[src/rtl/s2p_pkg.sv]
// Shared types and helpers for the s2p serial link receiver.
// Optional parity support is selected with the S2P_PARITY_EN macro.
package s2p_pkg;

    typedef enum logic [1:0] {
        IDLE  = 2'd0,
        SHIFT = 2'd1,
        PAR   = 2'd2
    } state_t;

    // Bit counter width: must hold the value WIDTH.
    function automatic int unsigned cnt_w(input int unsigned width);
        return $clog2(width + 1);
    endfunction

    // Even-parity bit for a zero-extended data word, shared with the transmitter.
    function automatic logic even_parity(input logic [31:0] data);
        return ^data;
    endfunction

endpackage

[src/rtl/s2p_shift_reg.sv]
// MSB-first shift register: first bit enters at the LSB and migrates up as later bits arrive.
module s2p_shift_reg #(
    parameter int unsigned WIDTH = 8
) (
    input  logic             clk,
    input  logic             reset_n,
    input  logic             load_first,
    input  logic             shift,
    input  logic             clear,
    input  logic             din,
    output logic [WIDTH-1:0] q
);

    // Truncating casts keep this legal down to a single-bit register.
    always_ff @(posedge clk or negedge reset_n) begin
        if (!reset_n) begin
            q <= '0;
        end else if (clear) begin
            q <= '0;
        end else if (load_first) begin
            q <= WIDTH'(din);
        end else if (shift) begin
            q <= WIDTH'({q, din});
        end
    end

endmodule

[src/rtl/s2p_rx.sv]
// Serial-to-parallel receiver for the sync-framed single-wire link (MSB first).
// Define S2P_PARITY_EN to add a trailing even-parity bit per frame.
module s2p_rx #(
    parameter int unsigned WIDTH = 8
) (
    input  logic             clk,
    input  logic             reset_n,
    input  logic             sync,
    input  logic             sdata,
    output logic [WIDTH-1:0] pdata,
    output logic             pvalid,
    output logic             busy,
    output logic             frame_err,
    output logic             parity_err
);
    import s2p_pkg::*;

    localparam int unsigned CW = cnt_w(WIDTH);
`ifdef S2P_PARITY_EN
    // The full word must be held while the parity bit is sampled.
    localparam int unsigned SR_W = WIDTH;
`else
    // Bit 0 is taken straight from sdata on the completing edge.
    localparam int unsigned SR_W = WIDTH - 1;
`endif

    state_t          state, next_state;
    logic [CW-1:0]   cnt, cnt_d;
    logic            sr_load, sr_shift, sr_clear;
    logic [SR_W-1:0] sr_q;
    logic [WIDTH-1:0] word_c;
    logic            pvalid_d, ferr_d, perr_d, busy_d;

    s2p_shift_reg #(.WIDTH(SR_W)) u_shift_reg (
        .clk        (clk),
        .reset_n    (reset_n),
        .load_first (sr_load),
        .shift      (sr_shift),
        .clear      (sr_clear),
        .din        (sdata),
        .q          (sr_q)
    );

`ifdef S2P_PARITY_EN
    assign word_c = sr_q;
`else
    assign word_c = {sr_q, sdata};
`endif

    always_ff @(posedge clk or negedge reset_n) begin
        if (!reset_n) begin
            state <= IDLE;
            cnt   <= '0;
        end else begin
            state <= next_state;
            cnt   <= cnt_d;
        end
    end

    always_comb begin
        next_state = state;
        cnt_d      = cnt;
        sr_load    = 1'b0;
        sr_shift   = 1'b0;
        sr_clear   = 1'b0;
        pvalid_d   = 1'b0;
        ferr_d     = 1'b0;
        perr_d     = 1'b0;
        busy_d     = 1'b0;
        case (state)
            IDLE: begin
                if (sync) begin
                    sr_load    = 1'b1;
                    cnt_d      = CW'(1);
                    next_state = SHIFT;
                end
            end
            SHIFT: begin
                if (sync) begin
                    // Early sync: drop the partial word and restart on this bit.
                    ferr_d  = 1'b1;
                    sr_load = 1'b1;
                    cnt_d   = CW'(1);
                end else if (cnt == CW'(WIDTH - 1)) begin
`ifdef S2P_PARITY_EN
                    sr_shift   = 1'b1;
                    cnt_d      = CW'(WIDTH);
                    next_state = PAR;
`else
                    pvalid_d   = 1'b1;
                    sr_clear   = 1'b1;
                    cnt_d      = '0;
                    next_state = IDLE;
`endif
                end else begin
                    sr_shift = 1'b1;
                    cnt_d    = cnt + CW'(1);
                end
            end
`ifdef S2P_PARITY_EN
            PAR: begin
                if (sync) begin
                    ferr_d     = 1'b1;
                    sr_load    = 1'b1;
                    cnt_d      = CW'(1);
                    next_state = SHIFT;
                end else begin
                    pvalid_d   = 1'b1;
                    perr_d     = even_parity(32'(sr_q)) ^ sdata;
                    sr_clear   = 1'b1;
                    cnt_d      = '0;
                    next_state = IDLE;
                end
            end
`endif
            default: begin
                next_state = IDLE;
                cnt_d      = '0;
            end
        endcase
        // busy also covers the delivery cycle so it spans the whole frame.
        busy_d = (next_state != IDLE) || pvalid_d;
    end

    always_ff @(posedge clk or negedge reset_n) begin
        if (!reset_n) begin
            pdata      <= '0;
            pvalid     <= 1'b0;
            busy       <= 1'b0;
            frame_err  <= 1'b0;
            parity_err <= 1'b0;
        end else begin
            pvalid     <= pvalid_d;
            busy       <= busy_d;
            frame_err  <= ferr_d;
            parity_err <= perr_d;
            if (pvalid_d) begin
                pdata <= word_c;
            end
        end
    end

endmodule

[config.mk]
export PLATFORM = sky130hd
export DESIGN_NAME = s2p_rx
export DESIGN_NICKNAME = d
export VERILOG_FILES = /design/src/rtl/s2p_pkg.sv /design/src/rtl/s2p_shift_reg.sv /design/src/rtl/s2p_rx.sv
export SDC_FILE = /design/constraint.sdc
export NUM_CORES = 1
export LEC_CHECK = 0
export CAP_MARGIN = 20
export CELL_PAD_IN_SITES_DETAIL_PLACEMENT = 1
export CELL_PAD_IN_SITES_GLOBAL_PLACEMENT = 1
export CORE_UTILIZATION = 37
export CTS_CLUSTER_DIAMETER = 30
export DETAILED_ROUTE_END_ITERATION = 12
export PLACE_DENSITY_LB_ADDON = 0.12
export SETUP_SLACK_MARGIN = 0.3
export SLEW_MARGIN = 15
export SYNTH_ARGS = -nofsm -noshare
export SYNTH_HDL_FRONTEND = slang
export SYNTH_SLANG_ARGS = --single-unit
[constraint.sdc]
create_clock -name clk -period 1.96 [get_ports clk]
set_clock_uncertainty 0.2 [all_clocks]
set_input_delay 0.294 -clock clk [delete_from_list [all_inputs] [get_ports clk]]
set_output_delay 0.294 -clock clk [all_outputs]
set_load 0.01 [all_outputs]
# --- After elaboration in Yosys (flattened, before gate mapping) ---
# Index checks and enable logic that the tools add are counted.
# Widths: inputs -> output; s select.
totals:
  ff_bits: 24
  output_inout_bits: 12
  wordCells: 36
op_classes:
  n_addsub: 1
  eq_ne: 3
  n_mux: 20
  reduce_logical: 5
op_table:
  columns: ["cell", "count"]
  rows:
  - ["$mux 7", 3]
  - ["$mux 4", 3]
  - ["$mux 1", 9]
  - ["$pmux 4 s2", 1]
  - ["$mux 2", 3]
  - ["$add 4x1->4 const B", 1]
  - ["$eq 4x3->1 const B", 1]
  - ["$pmux 2 s2", 1]
  - ["$reduce_bool 3->1", 1]
  - ["$eq 2x1->1 const B", 1]
  - ["$logic_not 2->1", 1]
  - ["$ne 2x2->1 const B", 1]
  - ["$reduce_bool 2->1", 1]
  - ["$reduce_or 2->1", 1]
  - ["$logic_or 1x1->1", 1]

# --- Logic depth before layout (Yosys ltp) ---
depth:
  ltp_word: 7
  depth_mapped: 5
  mapped_depth_nobuf: 4

# --- Modules after synthesis ---
# Synthesis repeated with hierarchy kept, for this count alone.
unflattened:
  hier_cells: 78
  hier_area_um2: 1031.0
modules_own_cells:
  columns: ["module", "instances", "cells_each", "area_each_um2", "seq_area_each_um2"]
  rows:
  - ["s2p_rx", 1, 53, 733.2, 425.4]
  - ["s2p_shift_reg", 1, 25, 297.8, 175.2]

# --- Worst setup path before layout ---
# No wires, ideal clock.
synth_path:
  path_type: "register to register"
  start: "register cnt[0]"
  end: "register pdata[0]"
  setup_time_ns: 0.125
  t_arrival_ns: 1.576
  required_time_ns: 1.635
  setup_slack_ns: 0.059
  path_stages_with_launch: 6
  n_path_buf: 1
  path_cell_list: "dfrtp_1 ha_1 nand3b_1 or4b_1 buf_6 mux2_4"
synth_via:
  elab_chain_len: 4
synth_rtl:
  columns: ["item", "line_no", "source"]
  rows:
  - ["start, declared", "s2p_rx.sv:28", "logic [CW-1:0] cnt, cnt_d;"]
  - ["start signal, assigned", "s2p_rx.sv:56", "cnt <= cnt_d;"]
  - ["$eq 4x3->1", "s2p_rx.sv:84", "end else if (cnt == CW'(WIDTH - 1)) begin"]
  - ["$mux 1", "s2p_rx.sv:84", null]
  - ["$mux 1", "s2p_rx.sv:79", "if (sync) begin"]
  - ["$mux 1", "s2p_rx.sv:70", "case (state)"]
  - ["end signal, assigned", "s2p_rx.sv:138", "pdata <= word_c;"]
  - ["end, declared", "s2p_rx.sv:10", "output logic [WIDTH-1:0] pdata,"]
# No other way between the ends.
# A chain may end at the register's enable or synchronous reset.

# --- Worst setup path in the final report ---
layout_path:
  start: "register cnt[0]"
  end: "register pdata[1]"
# The elaborated chain is that of the path after synthesis.

==> impl_results.md <==
- Finish-stage setup viols: 4
- Antenna-violating nets left: 0
- PwrDens: between 600 and 700 nW/um^2
- Unrepaired setup endpoints after global routing: yes
- Area growth from synthesis to layout: 30.57%
- Vias/cell: ~4.9
- Synth Instances: 71
- Initial antenna violation count: 0
- Critical path type: reg2reg
- Crit path arrival time: around 2 ns
- GR Util met1: roughly a fifth
- Post-synthesis sequential area ratio: between 60% and 70%
- Syn. warnings: 0
- Layout cell share with drive strength beyond 1: 29.29%
- Final period util: 100.2%
- Iter 0 DRT Violations: 1
- H-tree levels: 1
- Gr ovfl total: 0
- Syn Std Cell Area: about 970 sq um
- Outcome: finished with violations
- Port bufs: 14
- Final Hold Viols: 0
- Number of buffers created by CTS: 3
- Largest net degree at the start of global routing: 25
- Die height: around 53 um
- Seq cells post-synth: 24
- Final WL: about 1800 um
- Reg clk slew, reported paths: roughly 0.13 ns
- Data required, critical path: about 2.0 ns
- Core area: approximately 2500 sq um
- Clock sinks: 24
- Hold_ws: 0.1393 ns
- Routability cong.: 0.6984
- Starting Density: about two fifths
- Longest Clk Path Bufs: 2
- DIE AREA: between 2000 and 3000 sq um
- Worst skew pair latency: 0.30 ns
- Synthesized area per cell: about 14 sq um
- Drt pass-1 iters: 3
- Avg WL per Cell: between 10 and 15 um
- Met3 Usage GRT: about 2.6%
- Drc violations: 0
- IO Count: 16
- CTS tree: done
- Total GRT Usage: approximately 15%
- Max-cap viol count: 0
- Fin Setup TNS: -0.01293 ns
- Gr busiest metal: met1
- Synth cell types: 23
- Cells after DPL: 120
- VDD IR max: about 0.36 mV
- Clock root buffer: clkbuf_4
- Post-CTS Hold Fix Bufs: 0
- First-pass GRT wire length: about 2900 um
- Setup crit start kind: flop
- Fin worst setup slack: -0.004471 ns
- Number of diodes: 0
- Vias in the first global route: around 600
- Worst-path fanout max: 4
- GRT met2 Usage: 21.31%
- Row count: 18
- Static Leak: slightly below 0.7 nW
- Post-Layout Cell Count: 129
- R2R Setup Slk: -0.004 ns
- HPWL Detailed: approximately 1200 um
- FMAX: ~510 MHz
- Crit path time final: slightly below 2 ns
- Worst hold path class: in2async
- Failing checks: setup timing
- Max-slew violation count: 0
- CP Capture Type: flop
- Die Width: approximately 53 um
- Final net count: around 110
- Pwr Total: approximately 0.84 mW
- Fin util: approximately half
- Vias: roughly 630
## where the power goes
part,leakage [nW],switching (mW),internal [mW]
registers,0.326,0.00816,0.507
logic,0.344,0.0366,0.0320
clock network,0.0210,0.139,0.113
## kinds of logic after synthesis
logic type | Yosys count | share of synthesized area, %
buffers and inverters | 7 | 4.145
AND/OR/NAND/NOR | 17 | 8.680
flip-flops | 24 | 62.18
XOR/XNOR | 2 | 1.814
AO/OA/AOI/OAI | 10 | 8.032
multiplexers | 9 | 13.47
other | 1 | 0.3882
adder cells (fa/ha/maj) | 1 | 1.295
## what timing repair did
item                                    CTS  global route
gates cloned                              1             0
buffers inserted                          2             2
pin swaps                                 0             1
endpoints found under the setup margin   20             9
resized for setup                        14             4
## area by class of cell
class                      count  area [sq um]
tap                           30         37.54
sequential                    24         600.6
clock buffer                   4         36.28
fill                         265          1216
timing repair buffer          28         239.0
multi-input combinational     41         340.3
inverter                       2         7.507
## cell usage after synthesis, drive strengths merged
library cell / n / share of area, %
or3: 1 / 0.65
mux2i: 1 / 1.0
buf: 4 / 3.0
a21boi: 1 / 0.78
nor3: 2 / 1.0
ha: 1 / 1.3
a22o: 6 / 5.4
conb: 1 / 0.39
nand3b: 1 / 0.78
xor2: 2 / 1.8
nand4: 1 / 0.65
nor2: 6 / 2.3
o21ai: 2 / 1.0
and3: 1 / 0.65
dfrtp: 24 / 62
clkbuf: 1 / 0.39
or4b: 1 / 1.0
mux2: 8 / 12
o21bai: 1 / 0.78
inv: 2 / 0.78
nand2: 4 / 1.6
## routing by layer
layer,share of wire [%],up-vias,routed length (um)
met3,2.4,2,43
met1,50,325,900
li1,-,298,-
met5,0,-,0
met2,46,8,828
met4,1.1,0,19
## state kept, by name (all words and copies together), names as in the netlist
signal	cells
cnt	4
pdata	8
pvalid	1
frame_err	1
u_shift_reg.q	7
state	2
busy	1
## cell usage in the layout (no fill, tap or decap), drive strengths merged
master	synthesis	routed
dlygate4sd2	0	11
or3	1	1
mux2i	1	1
o21ai	2	2
clkbuf	1	4
nor2	6	6
buf	4	14
a22o	6	6
or4b	1	1
inv	2	2
clkdlybuf4s50	0	3
conb	1	2
nand2	4	4
dfrtp	24	24
xor2	2	2
a21boi	1	1
and3	1	1
ha	1	1
mux2	8	8
nand3b	1	1
nor3	2	2
nand4	1	1
o21bai	1	1
## metrics by stage
stage | area, sq um | setup WS, ns
2_1_floorplan | 969.7 | 0.05884
3_3_place_gp | 1182 | -0.1128
3_5_place_dp | 1182 | -0.1432
4_1_cts | 1235 | 0.02424
5_1_grt | 1261 | -0.06388
6_report | 1261 | -0.004471
## critical path, cell delays in order (launching register included)
cell      delay (ns)
dfrtp_1         0.39
ha_2            0.19
nand3b_1        0.11
or4b_4          0.52
buf_4           0.18
mux2_4          0.29
## worst paths after layout
kind	startpoint	end	depth (start not counted)
setup / recovery	cnt[0]	pdata[1]	5
hold / removal	reset_n	u_shift_reg.q[4]	2
setup reg to reg	cnt[0]	pdata[1]	5
hold reg to reg	pdata[5]	pdata[5]	1
max in group asynchronous	reset_n	u_shift_reg.q[5]	2
min in group clk	pdata[5]	pdata[5]	1
Note: power is estimated with default switching activity, not from simulation.
